File: config.mk
export PLATFORM = sky130hd
export DESIGN_NAME = wam_ps2
export DESIGN_NICKNAME = d
export VERILOG_FILES = /design/src/rtl/wam_pkg.sv /design/src/rtl/wam_ps2_rx.sv /design/src/rtl/wam_ps2.sv
export SDC_FILE = /design/constraint.sdc
export NUM_CORES = 1
export LEC_CHECK = 0
export BUFFER_PORTS_ARGS = -buffer_cell sky130_fd_sc_hd__buf_2
export CAP_MARGIN = 20
export CORE_UTILIZATION = 53
export CTS_CLUSTER_SIZE = 14
export DETAILED_ROUTE_END_ITERATION = 8
export GPL_TIMING_DRIVEN = 0
export PLACE_DENSITY = 0.76
export SYNTH_ARGS = -nofsm -noshare
export SYNTH_HDL_FRONTEND = slang
export SYNTH_SLANG_ARGS = --single-unit
File: constraint.sdc
create_clock -name clk -period 2.3 [get_ports clk]
set_input_delay 0 -clock clk [delete_from_list [all_inputs] [get_ports clk]]
set_output_delay 0 -clock clk [all_outputs]
set_load 0.03 [all_outputs]
File: src/rtl/wam_pkg.sv
// Shared definitions for the whac-a-mole PS/2 keyboard front end:
// scan-code set 2 constants, receive FSM encoding and key lookup helper.
package wam_pkg;

    // Hole keys '1'..'8' in scan-code set 2
    localparam logic [7:0] SC_1 = 8'h16;
    localparam logic [7:0] SC_2 = 8'h1E;
    localparam logic [7:0] SC_3 = 8'h26;
    localparam logic [7:0] SC_4 = 8'h25;
    localparam logic [7:0] SC_5 = 8'h2E;
    localparam logic [7:0] SC_6 = 8'h36;
    localparam logic [7:0] SC_7 = 8'h3D;
    localparam logic [7:0] SC_8 = 8'h3E;

    // Control keys and protocol bytes
    localparam logic [7:0] SC_ESC      = 8'h76;
    localparam logic [7:0] SC_LEFT     = 8'h6B;  // only meaningful after E0
    localparam logic [7:0] SC_RIGHT    = 8'h74;  // only meaningful after E0
    localparam logic [7:0] SC_E0       = 8'hE0;
    localparam logic [7:0] SC_F0       = 8'hF0;
    localparam logic [7:0] SC_BAT_OK   = 8'hAA;
    localparam logic [7:0] SC_BAT_FAIL = 8'hFC;

    // start + 8 data + parity + stop
    localparam int FRAME_BITS = 11;

    typedef enum logic [1:0] {
        RX_IDLE  = 2'd0,
        RX_RECV  = 2'd1,
        RX_CHECK = 2'd2
    } rx_state_t;

    // Map a scan code to a hole index: returns {hit, index[2:0]}
    function automatic logic [3:0] hole_lookup(input logic [7:0] sc);
        logic [3:0] res;
        case (sc)
            SC_1:    res = 4'b1_000;
            SC_2:    res = 4'b1_001;
            SC_3:    res = 4'b1_010;
            SC_4:    res = 4'b1_011;
            SC_5:    res = 4'b1_100;
            SC_6:    res = 4'b1_101;
            SC_7:    res = 4'b1_110;
            SC_8:    res = 4'b1_111;
            default: res = 4'b0_000;
        endcase
        return res;
    endfunction

endpackage

File: src/rtl/wam_ps2_rx.sv
// PS/2 device-to-host frame receiver: synchronises the keyboard lines,
// detects falling clock edges, deserialises 11-bit frames and flags
// parity/framing errors and stalled frames.
module wam_ps2_rx
    import wam_pkg::*;
#(
    parameter int TIMEOUT_CYC = 100000,
    parameter int SYNC_STAGES = 2
) (
    input  logic       clk,
    input  logic       clr,
    input  logic       ps2_clk,
    input  logic       ps2_dat,
    output logic [7:0] code,
    output logic       code_vld,
    output logic       frm_err
);

    localparam int TO_W = $clog2(TIMEOUT_CYC + 1);
    localparam logic [TO_W-1:0] TO_LAST  = TO_W'(TIMEOUT_CYC - 1);
    localparam logic [3:0]      BIT_LAST = 4'(FRAME_BITS - 1);

    logic [SYNC_STAGES-1:0] clk_sync_q, clk_sync_d;
    logic [SYNC_STAGES-1:0] dat_sync_q, dat_sync_d;
    logic                   clk_prev_q, clk_prev_d;
    rx_state_t              state_q, state_d;
    logic [3:0]             bit_cnt_q, bit_cnt_d;
    logic [FRAME_BITS-1:0]  shift_q, shift_d;
    logic [TO_W-1:0]        to_cnt_q, to_cnt_d;
    logic [7:0]             code_q, code_d;
    logic                   code_vld_q, code_vld_d;
    logic                   frm_err_q, frm_err_d;

    logic                   clk_cur;
    logic                   dat_cur;
    logic                   fe;
    logic [FRAME_BITS-1:0]  shift_in;
    logic                   frame_ok;

    assign clk_cur  = clk_sync_q[SYNC_STAGES-1];
    assign dat_cur  = dat_sync_q[SYNC_STAGES-1];
    assign fe       = clk_prev_q & ~clk_cur;
    // LSB first: the newest bit enters at the top, so after 11 shifts
    // bit 0 holds the start bit and bit 10 the stop bit.
    assign shift_in = {dat_cur, shift_q[FRAME_BITS-1:1]};
    assign frame_ok = ~shift_in[0] & shift_in[10] & (^shift_in[9:1]);

    // Synchroniser chains and the delayed clock used for edge detection
    always_comb begin
        clk_sync_d = {clk_sync_q[SYNC_STAGES-2:0], ps2_clk};
        dat_sync_d = {dat_sync_q[SYNC_STAGES-2:0], ps2_dat};
        clk_prev_d = clk_cur;
    end

    // Register all receiver state; reset drops any partial frame silently
    always_ff @(posedge clk or posedge clr) begin
        if (clr) begin
            clk_sync_q <= '0;
            dat_sync_q <= '0;
            clk_prev_q <= 1'b0;
            state_q    <= RX_IDLE;
            bit_cnt_q  <= '0;
            shift_q    <= '0;
            to_cnt_q   <= '0;
            code_q     <= '0;
            code_vld_q <= 1'b0;
            frm_err_q  <= 1'b0;
        end else begin
            clk_sync_q <= clk_sync_d;
            dat_sync_q <= dat_sync_d;
            clk_prev_q <= clk_prev_d;
            state_q    <= state_d;
            bit_cnt_q  <= bit_cnt_d;
            shift_q    <= shift_d;
            to_cnt_q   <= to_cnt_d;
            code_q     <= code_d;
            code_vld_q <= code_vld_d;
            frm_err_q  <= frm_err_d;
        end
    end

    // Frame FSM: the frame check is evaluated on the stop-bit edge so the
    // code_vld/frm_err pulse is registered and lands during the CHECK cycle.
    always_comb begin
        state_d    = state_q;
        bit_cnt_d  = bit_cnt_q;
        shift_d    = shift_q;
        to_cnt_d   = to_cnt_q;
        code_d     = code_q;
        code_vld_d = 1'b0;
        frm_err_d  = 1'b0;
        case (state_q)
            RX_IDLE: begin
                to_cnt_d = '0;
                if (fe && !dat_cur) begin
                    state_d   = RX_RECV;
                    bit_cnt_d = 4'd1;
                    shift_d   = shift_in;
                end
            end
            RX_RECV: begin
                if (fe) begin
                    // an edge always beats a coincident timeout
                    shift_d   = shift_in;
                    bit_cnt_d = bit_cnt_q + 4'd1;
                    to_cnt_d  = '0;
                    if (bit_cnt_q == BIT_LAST) begin
                        state_d = RX_CHECK;
                        if (frame_ok) begin
                            code_vld_d = 1'b1;
                            code_d     = shift_in[8:1];
                        end else begin
                            frm_err_d = 1'b1;
                        end
                    end
                end else if (to_cnt_q == TO_LAST) begin
                    frm_err_d = 1'b1;
                    state_d   = RX_IDLE;
                    to_cnt_d  = '0;
                end else begin
                    to_cnt_d = to_cnt_q + 1'b1;
                end
            end
            RX_CHECK: begin
                state_d = RX_IDLE;
            end
            default: begin
                state_d = RX_IDLE;
            end
        endcase
    end

    assign code     = code_q;
    assign code_vld = code_vld_q;
    assign frm_err  = frm_err_q;

endmodule

File: src/rtl/wam_ps2.sv
// PS/2 keyboard front end for whac-a-mole: receives scan-code set 2 bytes
// and turns make/break sequences into switch/button equivalent levels.
module wam_ps2
    import wam_pkg::*;
#(
    parameter int TIMEOUT_CYC = 100000,
    parameter int SYNC_STAGES = 2
) (
    input  logic       clk,
    input  logic       clr,
    input  logic       ps2_clk,
    input  logic       ps2_dat,
    output logic [7:0] kb_sw,
    output logic       kb_lft,
    output logic       kb_rgt,
    output logic       kb_clr,
    output logic [7:0] code,
    output logic       code_vld,
    output logic       frm_err
);

    logic [7:0] rx_code;
    logic       rx_vld;
    logic       rx_err;

    logic       e0_q, e0_d;
    logic       f0_q, f0_d;
    logic [7:0] sw_q, sw_d;
    logic       lft_q, lft_d;
    logic       rgt_q, rgt_d;
    logic       kclr_q, kclr_d;
    logic [3:0] hole;
    logic       make;

    wam_ps2_rx #(
        .TIMEOUT_CYC (TIMEOUT_CYC),
        .SYNC_STAGES (SYNC_STAGES)
    ) u_rx (
        .clk      (clk),
        .clr      (clr),
        .ps2_clk  (ps2_clk),
        .ps2_dat  (ps2_dat),
        .code     (rx_code),
        .code_vld (rx_vld),
        .frm_err  (rx_err)
    );

    // Register decoder prefix flags and key levels
    always_ff @(posedge clk or posedge clr) begin
        if (clr) begin
            e0_q   <= 1'b0;
            f0_q   <= 1'b0;
            sw_q   <= '0;
            lft_q  <= 1'b0;
            rgt_q  <= 1'b0;
            kclr_q <= 1'b0;
        end else begin
            e0_q   <= e0_d;
            f0_q   <= f0_d;
            sw_q   <= sw_d;
            lft_q  <= lft_d;
            rgt_q  <= rgt_d;
            kclr_q <= kclr_d;
        end
    end

    // Scan-code decoder: E0/F0 arm prefixes, any other byte acts then clears them
    always_comb begin
        e0_d   = e0_q;
        f0_d   = f0_q;
        sw_d   = sw_q;
        lft_d  = lft_q;
        rgt_d  = rgt_q;
        kclr_d = 1'b0;
        hole   = hole_lookup(rx_code);
        make   = ~f0_q;
        if (rx_err) begin
            // a damaged byte may have been a prefix; do not let it pair up
            e0_d = 1'b0;
            f0_d = 1'b0;
        end else if (rx_vld) begin
            if (rx_code == SC_E0) begin
                e0_d = 1'b1;
            end else if (rx_code == SC_F0) begin
                f0_d = 1'b1;
            end else begin
                e0_d = 1'b0;
                f0_d = 1'b0;
                if (rx_code == SC_BAT_OK || rx_code == SC_BAT_FAIL) begin
                    // keyboard (re)plugged: nothing can still be held
                    sw_d  = '0;
                    lft_d = 1'b0;
                    rgt_d = 1'b0;
                end else if (e0_q) begin
                    if (rx_code == SC_LEFT) begin
                        lft_d = make;
                    end else if (rx_code == SC_RIGHT) begin
                        rgt_d = make;
                    end
                end else if (hole[3]) begin
                    sw_d[hole[2:0]] = make;
                end else if (rx_code == SC_ESC) begin
                    kclr_d = make;
                end
            end
        end
    end

    assign kb_sw    = sw_q;
    assign kb_lft   = lft_q;
    assign kb_rgt   = rgt_q;
    assign kb_clr   = kclr_q;
    assign code     = rx_code;
    assign code_vld = rx_vld;
    assign frm_err  = rx_err;

endmodule

Word level (Yosys, flattened, before mapping)
Index checks and enable logic that the tools add are counted.
{"block": "classes", "addsub": 2, "order_cmp": 2, "eq_ne": 26, "muxes": 53, "bitwise": 9, "reduce_logical": 20}
{"op": "== test 8 x 6 -> 1 bit (second input constant)", "n": 6}
{"op": "2-to-1 mux 17 bit", "n": 2}
{"op": "case mux 17 bit (2 select lines)", "n": 1}
{"op": "2-to-1 mux 1 bit", "n": 33}
{"op": "== test 8 bit (second input constant)", "n": 4}
{"op": "case mux 4 bit (8 select lines)", "n": 1}
{"op": "== test 8 x 7 -> 1 bit (second input constant)", "n": 3}
{"op": "2-to-1 mux 8 bit", "n": 3}
{"op": "2-to-1 mux 11 bit", "n": 2}
{"op": "case mux 11 bit (2 select lines)", "n": 1}
{"op": "adder 17 x 1 -> 17 bit (second input constant)", "n": 1}
{"op": "== test 17 bit (second input constant)", "n": 1}
{"op": "== test 8 x 5 -> 1 bit (second input constant)", "n": 2}
{"op": "AND reduction 6 bit", "n": 2}
{"op": "nonzero test 2 bit", "n": 6}
{"op": "XOR reduction 9 bit", "n": 1}
{"op": "bitwise mux 8 bit", "n": 1}
{"op": "2-to-1 mux 2 bit", "n": 4}
{"op": "2-to-1 mux 4 bit", "n": 2}
{"op": "!= test 2 x 1 -> 1 bit (second input constant)", "n": 4}
{"op": "case mux 4 bit (2 select lines)", "n": 1}
{"op": "AND reduction 7 bit", "n": 1}
{"op": "NOT 1 bit", "n": 6}
{"op": "AND reduction 3 bit", "n": 2}
{"op": "18 further kinds", "n": 22}
{"block": "word_totals", "register_bits": 62, "in_bits": 4, "out_inout_bits": 21, "word_cells": 128}

Longest topological paths before layout
Gate-level depths: netlist of run 1.
{"block": "logic_depth", "word_depth": 10, "ltp_mapped": 8, "mapped_depth_nobuf": 8}

Hierarchy
Synthesis of run 1 repeated with hierarchy kept, for this count alone.
{"block": "hier_totals", "cells_unflattened": 295, "area_unflattened_um2": 3148.0}
{"module": "wam_ps2_rx", "n_inst": 1, "cells_per_inst": 201, "area_per_inst_um2": 2258.4, "seq_area_each_um2": 1201.2}
{"module": "wam_ps2", "n_inst": 1, "cells_per_inst": 94, "area_per_inst_um2": 889.6, "seq_area_each_um2": 325.3}

Least setup slack after synthesis of run 1
Ideal clock, no wire load.
{"block": "synth_timing", "path_kind": "register -> register", "startpoint": "register u_rx.code_q[3], in the netlist u_rx.code[3]", "endpoint": "register sw_q[7], in the netlist kb_sw[7]", "setup_ps": 70, "arrival_ps": 2335, "required_ps": 2230, "path_slack_ps": -105, "path_stages_with_launch": 8, "n_path_buf": 2, "period_less_slack_ps": 2405, "cell_sequence": "dfrtp_1 -> buf_4 -> nor2_1 -> a311o_1 -> or4_4 -> buf_6 -> or4_1 -> nand3_1"}
{"block": "synth_via", "elab_chain_len": 10, "elab_cells_between_ends": 28, "classes_between": "order compare (2); eq/ne (13); mux (7); bitwise (2); reduce/logical (4)"}
{"item": "start, declared", "line_no": "wam_ps2_rx.sv:30", "text": "logic [7:0] code_q, code_d;"}
{"item": "start signal, assigned", "line_no": "wam_ps2_rx.sv:76", "text": "code_q <= code_d;"}
{"item": "== test 8 x 6 -> 1 bit / == test 8 x 5 -> 1 bit (equally long branches)", "line_no": "wam_pkg.sv:36", "text": "case (sc)"}
{"item": "case mux 4 bit (8 select lines)", "line_no": "wam_pkg.sv:36"}
{"item": "less-than comparator 3 x 4 -> 1 bit (implied by the code) / >= comparator 3 x 1 -> 1 bit (equally long branches)", "line_no": "wam_ps2.sv:101", "text": "sw_d[hole[2:0]] = make;"}
{"item": "logical AND 1 bit (implied by the code)", "line_no": "wam_ps2.sv:101"}
{"item": "2-to-1 mux 1 bit (implied by the code)", "line_no": "wam_ps2.sv:101"}
{"item": "demux 1 bit (select 3 bit)", "line_no": "wam_ps2.sv:101"}
{"item": "bitwise mux 8 bit", "line_no": "wam_ps2.sv:101"}
{"item": "2-to-1 mux 8 bit", "line_no": "wam_ps2.sv:100", "text": "end else if (hole[3]) begin"}
{"item": "2-to-1 mux 8 bit", "line_no": "wam_ps2.sv:94", "text": "end else if (e0_q) begin"}
{"item": "2-to-1 mux 8 bit", "line_no": "wam_ps2.sv:89", "text": "if (rx_code == SC_BAT_OK || rx_code == SC_BAT_FAIL) begin"}
{"item": "end signal, assigned", "line_no": "wam_ps2.sv:60", "text": "sw_q <= sw_d;"}
{"item": "end, declared", "line_no": "wam_ps2.sv:28", "text": "logic [7:0] sw_q, sw_d;"}
Parallel ways exist; a longest one is shown, timed or not. The select of a mux whose other input is x is not followed.
A chain may end at the register's enable or synchronous reset.

Final worst setup path of run 1
{"block": "layout_timing", "startpoint": "register u_rx.code_q[5], in the netlist u_rx.code[5]", "endpoint": "register sw_q[7], in the netlist kb_sw[7]"}
The elaborated chain is that of the path after synthesis.

==> impl_table.tex, run 1 <==
\begin{tabular}{lr}
\hline
Metric & Value \\
\hline
\multicolumn{2}{l}{\textbf{Die}} \\
\quad Row cnt & 27 \\
\quad Floorplan die width & 77.7 µm \\
\quad Die outline height & 77.7 µm \\
\quad Starting utilization of the core area & 55.1\% \\
\quad Area of the die & 6030 µm² \\
\quad Number of placed I/O pins & 25 \\
\quad Area of the core & 5510 µm² \\
\multicolumn{2}{l}{\textbf{Timing}} \\
\quad Worst Skew & 0.0101 ns \\
\quad Hold slack final & 0.272 ns \\
\quad Fmax achieved & 450 MHz \\
\quad RSZ-0062 raised after global routing & no \\
\quad Min cycle time layout & 2.22 ns \\
\quad Final setup viols & 0 \\
\quad Pins over their slew limit & 0 \\
\quad Share of the clock period used by the worst path after layout & 96.6\% \\
\quad Transition time at the pin with the least slew margin & 0.631 ns \\
\quad Slew margin rel. & 57.8\% \\
\quad Count of endpoints failing hold in the final timing report & 0 \\
\multicolumn{2}{l}{\textbf{Yosys}} \\
\quad Sequential share of the synthesized area & 50.3\% \\
\quad Number of nets produced by synthesis & 306 \\
\quad Number of instances in the synthesized netlist & 299 \\
\quad Synth Warn \# & 0 \\
\quad Per-instance average area after synthesis & 10.1 µm² \\
\quad Yosys cell types & 51 \\
\quad Number of enable flip-flop cells after synthesis & 0 \\
\quad Register bit total from synthesis & 61 \\
\quad Primary flip-flop cell chosen by synthesis mapping & dfrtp\_1 \\
\quad Synth async-reset ratio & 100\% \\
\quad Area of the mapped netlist & 3030 µm² \\
\multicolumn{2}{l}{\textbf{Placement}} \\
\quad Final weighted congestion of routability-driven global placement & 0.834 \\
\quad Placed wire-length estimate after detailed placement & 4.00 mm \\
\quad I/O Buffers & 24 \\
\multicolumn{2}{l}{\textbf{Setup path}} \\
\quad Critical Setup Path Class & reg -> reg \\
\quad Slowest library cell on the worst path & or4\_4 \\
\quad Arrival @ worst endpoint & 2.50 ns \\
\quad Critical path fanouts, max & 10 \\
\quad Startpoint types & flop \\
\quad Capturing element type of the critical path & flop \\
\quad Maximum cell stage delay along the critical path & 0.60 ns \\
\quad Critical path data required time & 2.58 ns \\
\quad Cells along the critical path & nor4bb\_1, a311o\_1, or4\_4, or4\_1, nand3\_1 \\
\multicolumn{2}{l}{\textbf{Flow run}} \\
\quad Max Cap Viol & 0 \\
\multicolumn{2}{l}{\textbf{Drt}} \\
\quad Iter 0 DRT Violations & 219 \\
\quad DRC violation count after routing & 0 \\
\quad Antenna Nets Post-Route & 0 \\
\quad Via-to-Cell Ratio & 5.67 \\
\quad Routed WL & 5.94 mm \\
\quad Vias & 2364 \\
\quad Total iterations of the first detailed-routing run & 5 \\
\quad WL/cell & 14.3 µm \\
\multicolumn{2}{l}{\textbf{Final layout}} \\
\quad Final core occ & 63.7\% \\
\quad Diodes inserted & 0 \\
\quad Area Overhead vs Synth & 15.6\% \\
\quad Final nets & 347 \\
\quad Share of post-route cells with drive strength above 1 & 17.4\% \\
\multicolumn{2}{l}{\textbf{Global route}} \\
\quad GRT Residual Overflow & 0 \\
\quad Wire length of the first global-routing pass & 10.2 mm \\
\quad Maximum number of pins on one net before global-route repair & 34 \\
\quad Antenna violations before repair & 0 \\
\quad Combined global-route utilization of all metal layers & 21.9\% \\
\quad Vias in the first global route & 2198 \\
\multicolumn{2}{l}{\textbf{Power}} \\
\quad Static Leak & 1.66 nW \\
\quad Peak supply drop & 0.489 mV \\
\quad Cell Pwr Density & 755 nW/µm² \\
\multicolumn{2}{l}{\textbf{Clock tree}} \\
\quad Clock latency reported for the late side of the worst-skew pair & 0.35 ns \\
\quad Count of H-tree levels built during CTS & 3 \\
\quad Clock Tree Buf Depth & 2 \\
\quad Clock transition at the registers of the reported paths & 0.07 ns \\
\quad CTS Buf Count & 9 \\
\quad Clock tree root buffer cell & clkbuf\_8 \\
\quad Number of clock sinks seen by CTS & 61 \\
\quad Clock tree from TritonCTS & done \\
\multicolumn{2}{l}{\textbf{Outcome}} \\
\quad Run status & finished clean \\
\multicolumn{2}{l}{\textbf{Min path}} \\
\quad Type of the most critical hold path & in -> async \\
\hline
\end{tabular}
==> worst max-delay path, delay by kind of cell, from the launching register on <==
family,cells,cell delay (ns)
flops,1,0.42
compound gates,1,0.35
simple gates,4,1.39
==> cell families (layout without fill, tap and decap cells) <==
group	Yosys count	in the layout	synth area share, %
AO/OA/AOI/OAI	61	61	12.3
flip-flops	61	61	50.3
adder cells (fa/ha/maj)	3	3	1.24
AND/OR/NAND/NOR	118	118	21.4
XOR/XNOR	11	11	4.08
buffers and inverters	26	72	3.63
multiplexers	19	19	6.97
==> layout make-up <==
class / instances / area [µm²]
buffer: 7 / 36.3
clock buffer: 11 / 131
clock inverter: 5 / 27.5
fill: 452 / 2000
inverter: 16 / 60.1
multi-input combinational: 212 / 1420
sequential: 61 / 1540
tap: 72 / 90.1
timing repair buffer: 33 / 208
==> metal layers <==
metal | routed length, µm | GRT usage (%)
met5 | 0 | 0
met4 | 167 | 11.3
met3 | 197 | 4.00
met2 | 2740 | 33.6
met1 | 2840 | 29.6
==> worst paths after layout <==
check                      cells past startpoint               start            endpoint  slack (ns)
min                                            3                 clr    u_rx.to_cnt_q[8]        0.27
max reg2reg                                    5        u_rx.code[5]            kb_sw[7]        0.08
max                                            5        u_rx.code[5]            kb_sw[7]        0.08
min in group clk                               2             ps2_dat  u_rx.dat_sync_q[0]        0.29
min reg2reg                                    0  u_rx.clk_sync_q[0]  u_rx.clk_sync_q[1]        0.35
max in group asynchronous                      4                 clr        u_rx.code[6]        1.43
==> registers in the layout, summed over array words and instances, names as in the netlist, 2 cells and up <==
name,cells
u_rx.dat_sync_q,2
u_rx.bit_cnt_q,4
kb_sw,8
u_rx.shift_q,10
u_rx.code,8
u_rx.clk_sync_q,2
u_rx.state_q,2
u_rx.to_cnt_q,17
==> timing repair <==
item                                    CTS  global route
hold buffers                              3             0
gates resized for setup                   1             5
pin swaps                                 0             2
buffers inserted                          2             3
endpoints found under the setup margin   16            14
hold endpoints to repair                 30             0
==> report_power, final <==
group          switching, mW  internal [mW]
clock                  0.418          0.383
sequential             0.131           1.20
combinational          0.226          0.293
==> stage by stage <==
stage / std cells / TNS, ns / area, µm² / total power, mW / setup slack, ns
after global routing: 417 / 0 / 3510 / 2.79 / 0.00263
after floorplan: 299 / 0 / 3050 / 1.75 / 0.0171
after global placement: 395 / -2.33 / 3260 / 1.84 / -0.181
after CTS: 416 / 0 / 3480 / 2.67 / 0.0174
after detailed placement: 396 / -1.61 / 3280 / 1.87 / -0.191
final: 417 / 0 / 3510 / 2.65 / 0.0791
==> placed cells by master (no fill, tap or decap), types with 6 or more instances in the layout <==
cell and n:
o22ai_1 8, o21ai_0 7, clkbuf_8 9, clkbuf_1 6, nand2_1 28, dfrtp_1 54
nor3_1 8, nor2b_1 7, inv_1 14, mux2_1 17, o21ai_1 13, a21o_1 9
nand3_1 17, a21oi_1 12, nand4_1 7, dfrtp_2 7, buf_2 25, nor2_1 15
xor2_1 7
==> synth_stat cells (all sizes together) (2+ instances only) <==
cell,number,area [µm²]
nand2b,4,25.0
nand4bb,2,22.5
nor3b,4,30.0
inv,16,60.1
nand3,17,85.1
dfrtp,61,1530
xor2,7,61.3
clkbuf,7,26.3
mux2i,2,20.0
buf,3,23.8
o21ai,20,100
xnor2,2,17.5
o22ai,8,50.1
a21oi,12,60.1
nand2,28,105
or4,4,33.8
nand4,7,43.8
nor2b,7,43.8
mux2,17,191
and3,4,25.0
a31oi,2,12.5
nor4bb,2,20.0
ha,3,37.5
xnor3,2,45.0
nor3,8,40.0
a21o,9,67.6
a211oi,2,15.0
nor2,15,56.3
nor4,5,37.5
and2,4,25.0
No activity file was read; power rests on OpenSTA's default activity.
==> inputs of run 2 (changes only) <==
==> constraint.sdc (replaced) <==
create_clock -name clk -period 2.3 [get_ports clk]
set_input_delay 0.345 -clock clk [delete_from_list [all_inputs] [get_ports clk]]
set_output_delay 0.345 -clock clk [all_outputs]
set_load 0.03 [all_outputs]
==> impl_table.tex, run 2 (synthesized netlist as in run 1, its figures left out) <==
\begin{tabular}{lr}
\hline
Metric & Value \\
\hline
\multicolumn{2}{l}{\textbf{Die}} \\
\quad Area of the die & 6030 µm² (unchanged) \\
\quad Starting utilization of the core area & 55.1\% (unchanged) \\
\quad Number of placed I/O pins & 25 (unchanged) \\
\quad Row cnt & 27 (unchanged) \\
\quad Area of the core & 5510 µm² (unchanged) \\
\quad Die outline height & 77.7 µm (unchanged) \\
\quad Floorplan die width & 77.7 µm (unchanged) \\
\multicolumn{2}{l}{\textbf{Power}} \\
\quad Peak supply drop & 0.489 mV (about the same) \\
\quad Switching power share of the total & 29.1\% (-0.12 points) \\
\quad Combinational power share & 19.5\% (about the same) \\
\quad Proportion of power drawn by the clock network & 30.2\% (about the same) \\
\quad Proportion of power drawn by flip-flops and latches & 50.3\% (about the same) \\
\quad Cell Pwr Density & 759 nW/µm² (+0.52\%) \\
\quad Static Leak & 1.65 nW (-0.75\%) \\
\quad Switching power of the nets & 0.768 mW (-0.76\%) \\
\quad Design internal power & 1.87 mW (-0.17\%) \\
\multicolumn{2}{l}{\textbf{Final layout}} \\
\quad Final standard cell area without fillers & 3480 µm² (-0.86\%) \\
\quad Final nets & 344 (-0.86\%) \\
\quad Top register by number of flip-flops & u\_rx.to\_cnt\_q \\
\quad Non-filler cells in the finished layout & 414 (-0.72\%) \\
\quad Leading cell types in the layout, fill and taps excluded & dfrtp\_1, nand2\_1, buf\_2 \\
\quad Top flop regs & u\_rx.to\_cnt\_q x17, u\_rx.shift\_q x10 \\
\quad Most frequent standard cell in the layout excluding fill and tap cells & dfrtp\_1 \\
\quad Flip-flop count of the largest register, all copies and words added & 17 (unchanged) \\
\quad Diodes inserted & 0 (unchanged) \\
\quad Share of post-route cells with drive strength above 1 & 17.5\% (+0.15 points) \\
\quad Area Overhead vs Synth & 14.6\% \\
\quad Final core occ & 63.1\% (-0.55 points) \\
\multicolumn{2}{l}{\textbf{Timing}} \\
\quad Min cycle time layout & 2.22 ns (+0.000747 ns) \\
\quad Share of the clock period used by the worst path after layout & 96.6\% (about the same) \\
\quad Slew margin rel. & 58.0\% (+0.15 points) \\
\quad RSZ-0062 raised after global routing & no \\
\quad Count of endpoints failing hold in the final timing report & 0 (unchanged) \\
\quad Transition time at the pin with the least slew margin & 0.628 ns (-0.00223 ns) \\
\quad Hold slack final & 0.0737 ns (-0.198 ns) \\
\quad Pins over their slew limit & 0 (unchanged) \\
\quad Fmax achieved & 450 MHz (about the same) \\
\quad Final setup viols & 0 (unchanged) \\
\quad Worst Skew & 0.0101 ns (+0.0000337 ns) \\
\multicolumn{2}{l}{\textbf{Drt}} \\
\quad Total iterations of the first detailed-routing run & 4 (-1) \\
\quad WL/cell & 14.3 µm (+0.49\%) \\
\quad Via-to-Cell Ratio & 5.67 (about the same) \\
\quad DRC violation count after routing & 0 (unchanged) \\
\quad Vias & 2348 (-0.68\%) \\
\quad Routed WL & 5.93 mm (-0.24\%) \\
\quad Iter 0 DRT Violations & 188 (-14\%) \\
\quad Antenna Nets Post-Route & 0 (unchanged) \\
\multicolumn{2}{l}{\textbf{Setup path}} \\
\quad Critical path data required time & 2.57 ns (about the same) \\
\quad Startpoint types & flop \\
\quad Critical path fanouts, max & 10 (unchanged) \\
\quad Critical Setup Path Class & reg -> reg \\
\quad Arrival @ worst endpoint & 2.49 ns (about the same) \\
\quad Reg2Reg Launch Point & u\_rx.code[5] \\
\quad Endpoint of the lowest-slack register-to-register path & kb\_sw[7] \\
\quad Capturing element type of the critical path & flop \\
\quad Register-to-Register Path Depth & 5 (unchanged) \\
\quad Reg-to-reg setup timing slack & 0.08 ns (about the same) \\
\multicolumn{2}{l}{\textbf{Global route}} \\
\quad Vias in the first global route & 2192 (-0.27\%) \\
\quad Wire length of the first global-routing pass & 10.2 mm (-0.14\%) \\
\quad GRT Residual Overflow & 0 (unchanged) \\
\quad Combined global-route utilization of all metal layers & 21.8\% (-0.026 points) \\
\quad Antenna violations before repair & 0 (unchanged) \\
\quad Maximum number of pins on one net before global-route repair & 34 (unchanged) \\
\multicolumn{2}{l}{\textbf{Clock tree}} \\
\quad Number of clock sinks seen by CTS & 61 (unchanged) \\
\quad Clock Tree Buf Depth & 2 (unchanged) \\
\quad Clock tree root buffer cell & clkbuf\_8 \\
\quad Clock transition at the registers of the reported paths & 0.07 ns (about the same) \\
\quad Clock latency reported for the late side of the worst-skew pair & 0.35 ns (about the same) \\
\quad Clock tree from TritonCTS & done \\
\quad Count of H-tree levels built during CTS & 3 (unchanged) \\
\quad CTS Buf Count & 9 (unchanged) \\
\multicolumn{2}{l}{\textbf{Placement}} \\
\quad Placed wire-length estimate after detailed placement & 4.00 mm (unchanged) \\
\quad Post-placement cell area & 3280 µm² (unchanged) \\
\quad I/O Buffers & 24 (unchanged) \\
\quad Final weighted congestion of routability-driven global placement & 0.834 (unchanged) \\
\quad Total instance count after detailed placement & 396 (unchanged) \\
\multicolumn{2}{l}{\textbf{Outcome}} \\
\quad Run status & finished clean \\
\multicolumn{2}{l}{\textbf{Flow run}} \\
\quad Max Cap Viol & 0 (unchanged) \\
\multicolumn{2}{l}{\textbf{Min path}} \\
\quad Type of the most critical hold path & in -> async \\
\hline
\end{tabular}
==> run 2: cell types whose count changed in the layout (fill, tap and decap cells not counted), sizes merged <==
cell         previous run  this run
dlygate4sd3             3         0
==> run 2: timing repair <==
item,CTS,global route
pin swaps,0,2
buffers inserted,2,3
hold buffers,0,0
endpoints found under the setup margin,16,14
gates cloned,0,0
resized for setup,1,5
==> run 2: routing by layer <==
layer | GRT usage [%] | up-vias | wire [µm]
li1 | - | 1157 | -
met1 | 29.5 | 1130 | 2840
met2 | 33.6 | 49 | 2750
met3 | 4.00 | 12 | 214
met4 | 11.3 | 0 | 126
met5 | 0 | - | 0
==> run 2: critical path, cell delays in order (launching register included) <==
cell and delay [ns]:
dfrtp_2 0.42, nor4bb_1 0.17, a311o_1 0.35, or4_4 0.60, or4_1 0.53, nand3_1 0.09
==> run 2: final cells by class <==
cell class / count / area (µm²)
Clock inverter: 5 / 27.5
Timing Repair Buffer: 30 / 178
Sequential cell: 61 / 1540
Fill cell: 453 / 2030
Tap cell: 72 / 90.1
Buffer: 7 / 36.3
Inverter: 16 / 60.1
Clock buffer: 11 / 131
Multi-Input combinational cell: 212 / 1420
==> run 2: per-stage QoR <==
| stage | total power, mW | TNS, ns | setup slack, ns |
|---|---|---|---|
| 5_1_grt | 2.79 | 0 | 0.00263 |
| 3_5_place_dp | 1.87 | -1.61 | -0.191 |
| 2_1_floorplan | 1.75 | 0 | 0.0171 |
| 3_3_place_gp | 1.84 | -20.59 | -0.486 |
| 4_1_cts | 2.66 | 0 | 0.0174 |
| 6_report | 2.64 | 0 | 0.0784 |
==> run 2: power groups by stage <==
stage	Clock (mW)	Sequential (mW)	Combinational, mW
finish	0.796	1.33	0.515
global route	0.855	1.35	0.583
CTS	0.812	1.33	0.524
detailed placement	0	1.35	0.519
global placement	0	1.34	0.504
floorplan	0	1.31	0.443
==> run 2: worst max path at each step <==
stage | to | start | depth (start not counted) | slack (ns)
after floorplan | kb_sw[7] | u_rx.code[3] | 7 | 0.02
after CTS | kb_sw[7] | u_rx.code[5] | 6 | 0.02
final | kb_sw[7] | u_rx.code[5] | 5 | 0.08
after global placement | u_rx.code[5] | clr | 2 | -0.49
after detailed placement | u_rx.to_cnt_q[7] | u_rx.to_cnt_q[11] | 6 | -0.19
after global routing | kb_sw[7] | u_rx.code[5] | 5 | 0.003
